$ cat config.mk
export PLATFORM = sky130hd
export DESIGN_NAME = dot_matrix_frame_buffer_flat
export DESIGN_NICKNAME = d
export VERILOG_FILES = /design/src/rtl/dot_matrix_pkg.sv /design/src/rtl/dot_matrix_frame_buffer_if.sv /design/src/rtl/dot_frame_bank.sv /design/src/rtl/dot_matrix_frame_buffer.sv /design/src/flat_wrapper.sv
export SDC_FILE = /design/constraint.sdc
export NUM_CORES = 1
export LEC_CHECK = 0
export BUFFER_PORTS_ARGS = -buffer_cell sky130_fd_sc_hd__buf_2
export CORE_MARGIN = 5
export CORE_UTILIZATION = 65
export DETAILED_ROUTE_END_ITERATION = 10
export PLACE_DENSITY = 0.84
export SYNTH_ARGS = -nofsm -noshare
export SYNTH_HDL_FRONTEND = slang
export SYNTH_SLANG_ARGS = --single-unit
$ cat constraint.sdc
create_clock -name div_clk -period 2.5 [get_ports div_clk]
set_input_delay 0.75 -clock div_clk [delete_from_list [all_inputs] [get_ports div_clk]]
set_output_delay 0.75 -clock div_clk [all_outputs]
set_load 0.02 [all_outputs]
$ cat src/rtl/dot_matrix_pkg.sv
// Shared definitions for the dot-matrix display path (frame buffer and row
// scanner): matrix geometry, row/frame types and the commit/swap state type.
// No ports.
package dot_matrix_pkg;

   localparam int DOT_ROWS = 8;
   localparam int DOT_COLS = 8;
   localparam int DOT_RW   = $clog2(DOT_ROWS);

   typedef logic [DOT_COLS-1:0]  dot_row_t;
   typedef dot_row_t [DOT_ROWS-1:0] frame_t;

   typedef enum logic {
      ST_OPEN    = 1'b0,
      ST_PENDING = 1'b1
   } fb_state_t;

endpackage

$ cat src/rtl/dot_matrix_frame_buffer_if.sv
// Producer/scanner bus of the dot-matrix frame buffer.
//   master : pattern producer + row scanner (drives wr_* and scan_row/start)
//   slave  : frame buffer (returns wr_ready, scan_col, swap status)
interface dot_matrix_frame_buffer_if
   import dot_matrix_pkg::*;
#(
   parameter int ROWS = DOT_ROWS,
   parameter int COLS = DOT_COLS,
   parameter int RW   = $clog2(ROWS)
);

   logic            wr_valid;
   logic            wr_ready;
   logic [RW-1:0]   wr_row;
   logic [COLS-1:0] wr_data;
   logic            wr_last;
   logic [RW-1:0]   scan_row;
   logic            scan_frame_start;
   logic [COLS-1:0] scan_col;
   logic            swap_pending;
   logic [7:0]      swap_count;

   modport master (
      output wr_valid, wr_row, wr_data, wr_last, scan_row, scan_frame_start,
      input  wr_ready, scan_col, swap_pending, swap_count
   );

   modport slave (
      input  wr_valid, wr_row, wr_data, wr_last, scan_row, scan_frame_start,
      output wr_ready, scan_col, swap_pending, swap_count
   );

endinterface

$ cat src/rtl/dot_frame_bank.sv
// One ROWS x COLS bank of the frame store.
//   clk, rst_n          : clock, asynchronous active-low clear of all rows
//   wr_en/wr_row/wr_data: single-row write; rows >= ROWS are ignored
//   load_en/load_data   : whole-frame load, takes priority over a row write
//   rd_row/rd_data      : asynchronous row read; rows >= ROWS read as 0
//   frame               : full bank contents (source for a bulk load)
module dot_frame_bank
   import dot_matrix_pkg::*;
#(
   parameter int ROWS = DOT_ROWS,
   parameter int COLS = DOT_COLS,
   parameter int RW   = $clog2(ROWS)
) (
   input  logic                      clk,
   input  logic                      rst_n,
   input  logic                      wr_en,
   input  logic [RW-1:0]             wr_row,
   input  logic [COLS-1:0]           wr_data,
   input  logic                      load_en,
   input  logic [ROWS-1:0][COLS-1:0] load_data,
   input  logic [RW-1:0]             rd_row,
   output logic [COLS-1:0]           rd_data,
   output logic [ROWS-1:0][COLS-1:0] frame
);

   logic [ROWS-1:0][COLS-1:0] frame_q;
   logic [ROWS-1:0][COLS-1:0] frame_d;

   // Row decode by loop so an out-of-range index simply matches nothing.
   always_comb begin
      frame_d = frame_q;
      if (load_en) begin
         frame_d = load_data;
      end else if (wr_en) begin
         for (int r = 0; r < ROWS; r++) begin
            if (wr_row == RW'(r)) frame_d[r] = wr_data;
         end
      end
   end

   always_comb begin
      rd_data = '0;
      for (int r = 0; r < ROWS; r++) begin
         if (rd_row == RW'(r)) rd_data = frame_q[r];
      end
   end

   always_ff @(posedge clk or negedge rst_n) begin
      if (!rst_n) frame_q <= '0;
      else        frame_q <= frame_d;
   end

   assign frame = frame_q;

endmodule

$ cat src/rtl/dot_matrix_frame_buffer.sv
// Double-buffered dot-matrix frame store. The producer fills the back bank and
// commits with wr_last; the banks swap on the next scan_frame_start so the
// scanner never sees a half-written frame.
//   div_clk : scan-domain clock
//   rst     : asynchronous active-low reset
//   bus     : slave side of dot_matrix_frame_buffer_if (write handshake,
//             scan row request/data, swap status)
// Build option: DOT_FB_COPY_ON_SWAP_EN copies the new front frame into the new
// back bank on every swap, so a producer may rewrite only changed rows.
//
// state      | meaning
// -----------+-----------------------------------------------------------
// ST_OPEN    | back bank accepts row writes (wr_ready=1)
// ST_PENDING | frame committed, waiting for scan_frame_start to swap
module dot_matrix_frame_buffer
   import dot_matrix_pkg::*;
#(
   parameter int ROWS = DOT_ROWS,
   parameter int COLS = DOT_COLS,
   parameter int RW   = $clog2(ROWS)
) (
   input logic                     div_clk,
   input logic                     rst,
   dot_matrix_frame_buffer_if.slave bus
);

   fb_state_t       state_q, state_d;
   logic            front_q, front_d;
   logic [7:0]      swap_count_q, swap_count_d;
   logic [COLS-1:0] scan_col_q, scan_col_d;

   logic accept;
   logic swap;
   logic copy_load;

   logic [COLS-1:0]           bank_rd    [2];
   logic [ROWS-1:0][COLS-1:0] bank_frame [2];

   // A commit only arms the swap; a frame start in the same cycle is seen
   // while still ST_OPEN and therefore has no effect.
   always_comb begin
      state_d = state_q;
      accept  = 1'b0;
      swap    = 1'b0;
      case (state_q)
         ST_OPEN: begin
            accept = bus.wr_valid;
            if (bus.wr_valid && bus.wr_last) state_d = ST_PENDING;
         end
         ST_PENDING: begin
            if (bus.scan_frame_start) begin
               swap    = 1'b1;
               state_d = ST_OPEN;
            end
         end
         default: state_d = ST_OPEN;
      endcase
   end

`ifdef DOT_FB_COPY_ON_SWAP_EN
   assign copy_load = swap;
`else
   assign copy_load = 1'b0;
`endif

   // The bank that is front before the swap becomes back after it, so that is
   // the one loaded with the other bank's (new front) contents.
   for (genvar b = 0; b < 2; b++) begin : g_bank
      dot_frame_bank #(
         .ROWS (ROWS),
         .COLS (COLS),
         .RW   (RW)
      ) u_bank (
         .clk       (div_clk),
         .rst_n     (rst),
         .wr_en     (accept && (front_q != 1'(b))),
         .wr_row    (bus.wr_row),
         .wr_data   (bus.wr_data),
         .load_en   (copy_load && (front_q == 1'(b))),
         .load_data (bank_frame[1-b]),
         .rd_row    (bus.scan_row),
         .rd_data   (bank_rd[b]),
         .frame     (bank_frame[b])
      );
   end

   always_comb begin
      front_d      = front_q ^ swap;
      swap_count_d = swap_count_q + 8'(swap);
      scan_col_d   = bank_rd[front_q];
   end

   always_ff @(posedge div_clk or negedge rst) begin
      if (!rst) begin
         state_q      <= ST_OPEN;
         front_q      <= 1'b0;
         swap_count_q <= '0;
         scan_col_q   <= '0;
      end else begin
         state_q      <= state_d;
         front_q      <= front_d;
         swap_count_q <= swap_count_d;
         scan_col_q   <= scan_col_d;
      end
   end

   assign bus.swap_pending = (state_q == ST_PENDING);
   assign bus.wr_ready     = (state_q != ST_PENDING);
   assign bus.swap_count   = swap_count_q;
   assign bus.scan_col     = scan_col_q;

endmodule
$ cat src/flat_wrapper.sv
// flat-port wrapper written by rule: the top's interface ports become plain ports
module dot_matrix_frame_buffer_flat import dot_matrix_pkg::*;
#(
   parameter int ROWS = DOT_ROWS,
   parameter int COLS = DOT_COLS,
   parameter int RW   = $clog2(ROWS)
)
  (div_clk, rst, bus_wr_valid, bus_wr_row, bus_wr_data, bus_wr_last, bus_scan_row, bus_scan_frame_start, bus_wr_ready, bus_scan_col, bus_swap_pending, bus_swap_count);
  dot_matrix_frame_buffer_if #(.ROWS(ROWS), .COLS(COLS), .RW(RW)) bus_i ();
  input logic div_clk;
  input logic rst;
  input wire logic [$bits(bus_i.wr_valid)-1:0] bus_wr_valid;
  input wire logic [$bits(bus_i.wr_row)-1:0] bus_wr_row;
  input wire logic [$bits(bus_i.wr_data)-1:0] bus_wr_data;
  input wire logic [$bits(bus_i.wr_last)-1:0] bus_wr_last;
  input wire logic [$bits(bus_i.scan_row)-1:0] bus_scan_row;
  input wire logic [$bits(bus_i.scan_frame_start)-1:0] bus_scan_frame_start;
  output wire logic [$bits(bus_i.wr_ready)-1:0] bus_wr_ready;
  output wire logic [$bits(bus_i.scan_col)-1:0] bus_scan_col;
  output wire logic [$bits(bus_i.swap_pending)-1:0] bus_swap_pending;
  output wire logic [$bits(bus_i.swap_count)-1:0] bus_swap_count;
  assign bus_i.wr_valid = bus_wr_valid;
  assign bus_i.wr_row = bus_wr_row;
  assign bus_i.wr_data = bus_wr_data;
  assign bus_i.wr_last = bus_wr_last;
  assign bus_i.scan_row = bus_scan_row;
  assign bus_i.scan_frame_start = bus_scan_frame_start;
  assign bus_wr_ready = bus_i.wr_ready;
  assign bus_scan_col = bus_i.scan_col;
  assign bus_swap_pending = bus_i.swap_pending;
  assign bus_swap_count = bus_i.swap_count;
  dot_matrix_frame_buffer #(.ROWS(ROWS), .COLS(COLS), .RW(RW)) u_core (.div_clk(div_clk), .rst(rst), .bus(bus_i));
endmodule
==> impl_metrics.yaml <==
global_route:
  grt_antenna_before_repair: 0
  first_global_vias: 4722
  groute.usage.overall_pct: 27.2
  aggregate_global_routing_overflow: 0
  maximum_number_of_pins_on_one_net_before_global_route_repair: 54
  grt_pass1_wl_mm: 26.0
routing:
  violation_count_after_the_first_detailed_routing_iteration: 302
  post_drt_wl_per_cell_um: 22.9
  postRouteAntennaNets: 0
  dr_total_vias: 4448
  drc_errors: 0
  drt-vias-per-instance: 6.52
  finalWirelength_mm: 15.6
  number_of_iterations_in_the_first_detailed_routing_pass: 5
final_layout:
  layout-area-overhead-vs-synth_pct: 14.3
  finish.instance_area_um2: 7540
  final_cell_mix: "sky130_fd_sc_hd__dfrtp_1 (146), sky130_fd_sc_hd__mux2_2 (128), sky130_fd_sc_hd__mux2i_1 (38), sky130_fd_sc_hd__buf_2 (35), sky130_fd_sc_hd__o21ai_0 (28)"
  post_route_cells_drive_above_1_share_pct: 40.4
  num_antenna_cells: 0
  mostFrequentLayoutCell: "sky130_fd_sc_hd__dfrtp_1"
  finalCoreUtilization_pct: 76.8
  num-nets-final: 557
setup_path:
  worst-path-max-fanout: 13
  r2r.worst_path.cells: 5
  timing.rr.start: "u_core.front_q"
  critical_path.startpoint_type: "flip-flop"
  crit_path_end_kind: "flip-flop"
  critical_path_class: "reg2reg"
  cp_data_required_time_ns: 2.91
  reg2reg_setup_slack_ns: 0.30
  worstPathArrival_ns: 2.61
  regToRegEndpoint: "u_core.g_bank[0].u_bank.frame[43]"
timing:
  max_freq_mhz: 455
  max-slew-margin-rel_pct: 64.5
  final.hold.worst_slack_ns: 0.169
  tns_ns: 0
  fin_crit_ns: 2.20
  rsz0062_at_grt: "false"
  final_min_period_over_clock_period_pct: 88.0
  timing_hold_violations_final: 0
  slew_viol_final: 0
  finalSetupViolCount: 0
  timing.clock.skew_ns: 0.00524
  worst_slew_pin_slew_ns: 0.533
power_and_ir_drop:
  cellPowerDensity_nw_per_um2: 1170
  static-leakage-power_nw: 3.44
  worst_ir_drop_vdd_mv: 0.513
floorplanning:
  die_h_um: 111
  fp.coreArea_um2: 9820
  design.die.area_um2: 12300
  boundaryPins: 37
  initial_utilization_pct: 67.2
  chipWidth_um: 111
  row_count: 36
synth:
  synth_seq_area_share_pct: 55.3
  synth_async_sr_flop_share_pct: 100
  yosys_warnings: 0
  ys_seq_elements: 146
  netlist_instances: 498
  synthesis.nets: 519
  ys_dominant_reg_cell: "sky130_fd_sc_hd__dfrtp_1"
  synth_cell_type_count: 42
  count_of_flip_flops_with_a_built_in_enable_after_synthesis: 0
  synth.avg_cell_area_um2: 13.3
  syn-cell-area_um2: 6600
placement:
  detailed_place.area_um2: 6960
  gp_routability_congestion: 0.911
  place.port_buffers: 36
  dp_hpwl_mm: 10.1
clock_tree:
  cts.sinks: 146
  cts_tree: "yes"
  numCtsBuffers: 17
  cts_repair_resize_count: 0
  clkSlewWorstSetupHoldPaths_ns: 0.06
  post_cts.repair.setup_buffers: 0
  ctsHoldBuffers: 0
  h-tree-depth: 4
  ctsLongestPathBuffers: 2
  worstSkewPairLatency_ns: 0.53
  cts-root-buf: "sky130_fd_sc_hd__clkbuf_8"
hold_path:
  worstHoldPathType: "in2async"
outcome:
  status: "finished clean"
run:
  cap_violations: 0
-- how the worst max path moves through the flow --
stage / slack [ns] / to / from
floorplan: 0.50 / u_core.bus.scan_col[6] / bus_scan_row[1]
global placement: 0.31 / u_core.g_bank[0].u_bank.frame[19] / bus_wr_row[1]
detailed placement: 0.29 / u_core.g_bank[0].u_bank.frame[20] / bus_wr_row[1]
CTS: 0.33 / u_core.g_bank[0].u_bank.frame[43] / u_core.front_q
global route: 0.27 / u_core.g_bank[0].u_bank.frame[43] / u_core.front_q
finish: 0.30 / u_core.g_bank[0].u_bank.frame[43] / u_core.front_q
-- cell type report --
cell class,instances,area [um2]
flip-flops and latches,146,3650
clock buffers,18,428
repair buffers,51,337
clock inverters,14,155
fillers,597,2280
inverters,3,11.3
well taps,133,166
multi-input cells,317,2790
-- Yosys cell counts (2+ instances only) --
cell | number | area share [%]
sky130_fd_sc_hd__nand2b_1 | 2 | 0.19
sky130_fd_sc_hd__nor2_1 | 10 | 0.57
sky130_fd_sc_hd__xor2_1 | 2 | 0.27
sky130_fd_sc_hd__xnor2_1 | 5 | 0.66
sky130_fd_sc_hd__and3_1 | 4 | 0.38
sky130_fd_sc_hd__mux4_2 | 2 | 0.68
sky130_fd_sc_hd__nand3b_1 | 10 | 1.1
sky130_fd_sc_hd__nand3_1 | 12 | 0.91
sky130_fd_sc_hd__nand2_2 | 3 | 0.28
sky130_fd_sc_hd__inv_1 | 2 | 0.11
sky130_fd_sc_hd__buf_1 | 2 | 0.11
sky130_fd_sc_hd__nand2_1 | 10 | 0.57
sky130_fd_sc_hd__o211ai_1 | 4 | 0.45
sky130_fd_sc_hd__mux2i_1 | 38 | 5.8
sky130_fd_sc_hd__dfrtp_1 | 146 | 55
sky130_fd_sc_hd__o22ai_1 | 10 | 0.95
sky130_fd_sc_hd__o221ai_1 | 5 | 0.66
sky130_fd_sc_hd__a21oi_1 | 14 | 1.1
sky130_fd_sc_hd__ha_1 | 2 | 0.38
sky130_fd_sc_hd__o21ai_0 | 28 | 2.1
sky130_fd_sc_hd__clkbuf_1 | 18 | 1.0
sky130_fd_sc_hd__a22oi_1 | 6 | 0.68
sky130_fd_sc_hd__mux2_2 | 128 | 22
sky130_fd_sc_hd__buf_2 | 10 | 0.76
sky130_fd_sc_hd__a221oi_1 | 2 | 0.27
sky130_fd_sc_hd__nor2b_1 | 7 | 0.66
-- cells by family after synthesis --
group	Yosys count	synth area share, %
adder cells (fa/ha/maj)	2	0.379
multiplexers	168	28.3
buffers and inverters	35	2.35
flip-flops	146	55.3
AND/OR/NAND/NOR	68	6.16
XOR/XNOR	7	0.929
AO/OA/AOI/OAI	72	6.56
-- sequential cells by signal, indices dropped and copies added, names as in the netlist --
register	cells
u_core.g_bank.u_bank.frame	128
u_core.bus.scan_col	8
u_core.bus.swap_count	8
u_core.bus.swap_pending	1
u_core.front_q	1
-- metal layers --
metal	vias to the layer above	wire, um	GRT usage (%)
li1	1911	-	-
met1	2279	6250	35.7
met2	210	7580	42.8
met3	48	1160	7.64
met4	0	611	11.2
met5	-	0	0
-- metrics by stage --
step	total power [mW]	instances	setup slack [ns]
after floorplan	5.55	498	0.501
after global placement	6.08	650	0.306
after detailed placement	6.28	650	0.295
after CTS	8.80	682	0.331
after global routing	9.26	682	0.267
final	8.81	682	0.301
-- critical path, stage by stage, from the launching register on --
cell	delay [ns]
sky130_fd_sc_hd__dfrtp_1	0.66
sky130_fd_sc_hd__inv_1	0.20
sky130_fd_sc_hd__nor4b_4	0.45
sky130_fd_sc_hd__nor2b_1	0.20
sky130_fd_sc_hd__buf_4	0.21
sky130_fd_sc_hd__mux2_2	0.36
-- report_power, final --
| part | internal (mW) | leakage (nW) | switching [mW] |
|---|---|---|---|
| logic | 1.19 | 1.34 | 1.04 |
| registers | 3.46 | 1.82 | 0.642 |
| clock network | 1.46 | 0.271 | 1.02 |
Power figures use the tool's default switching activity.
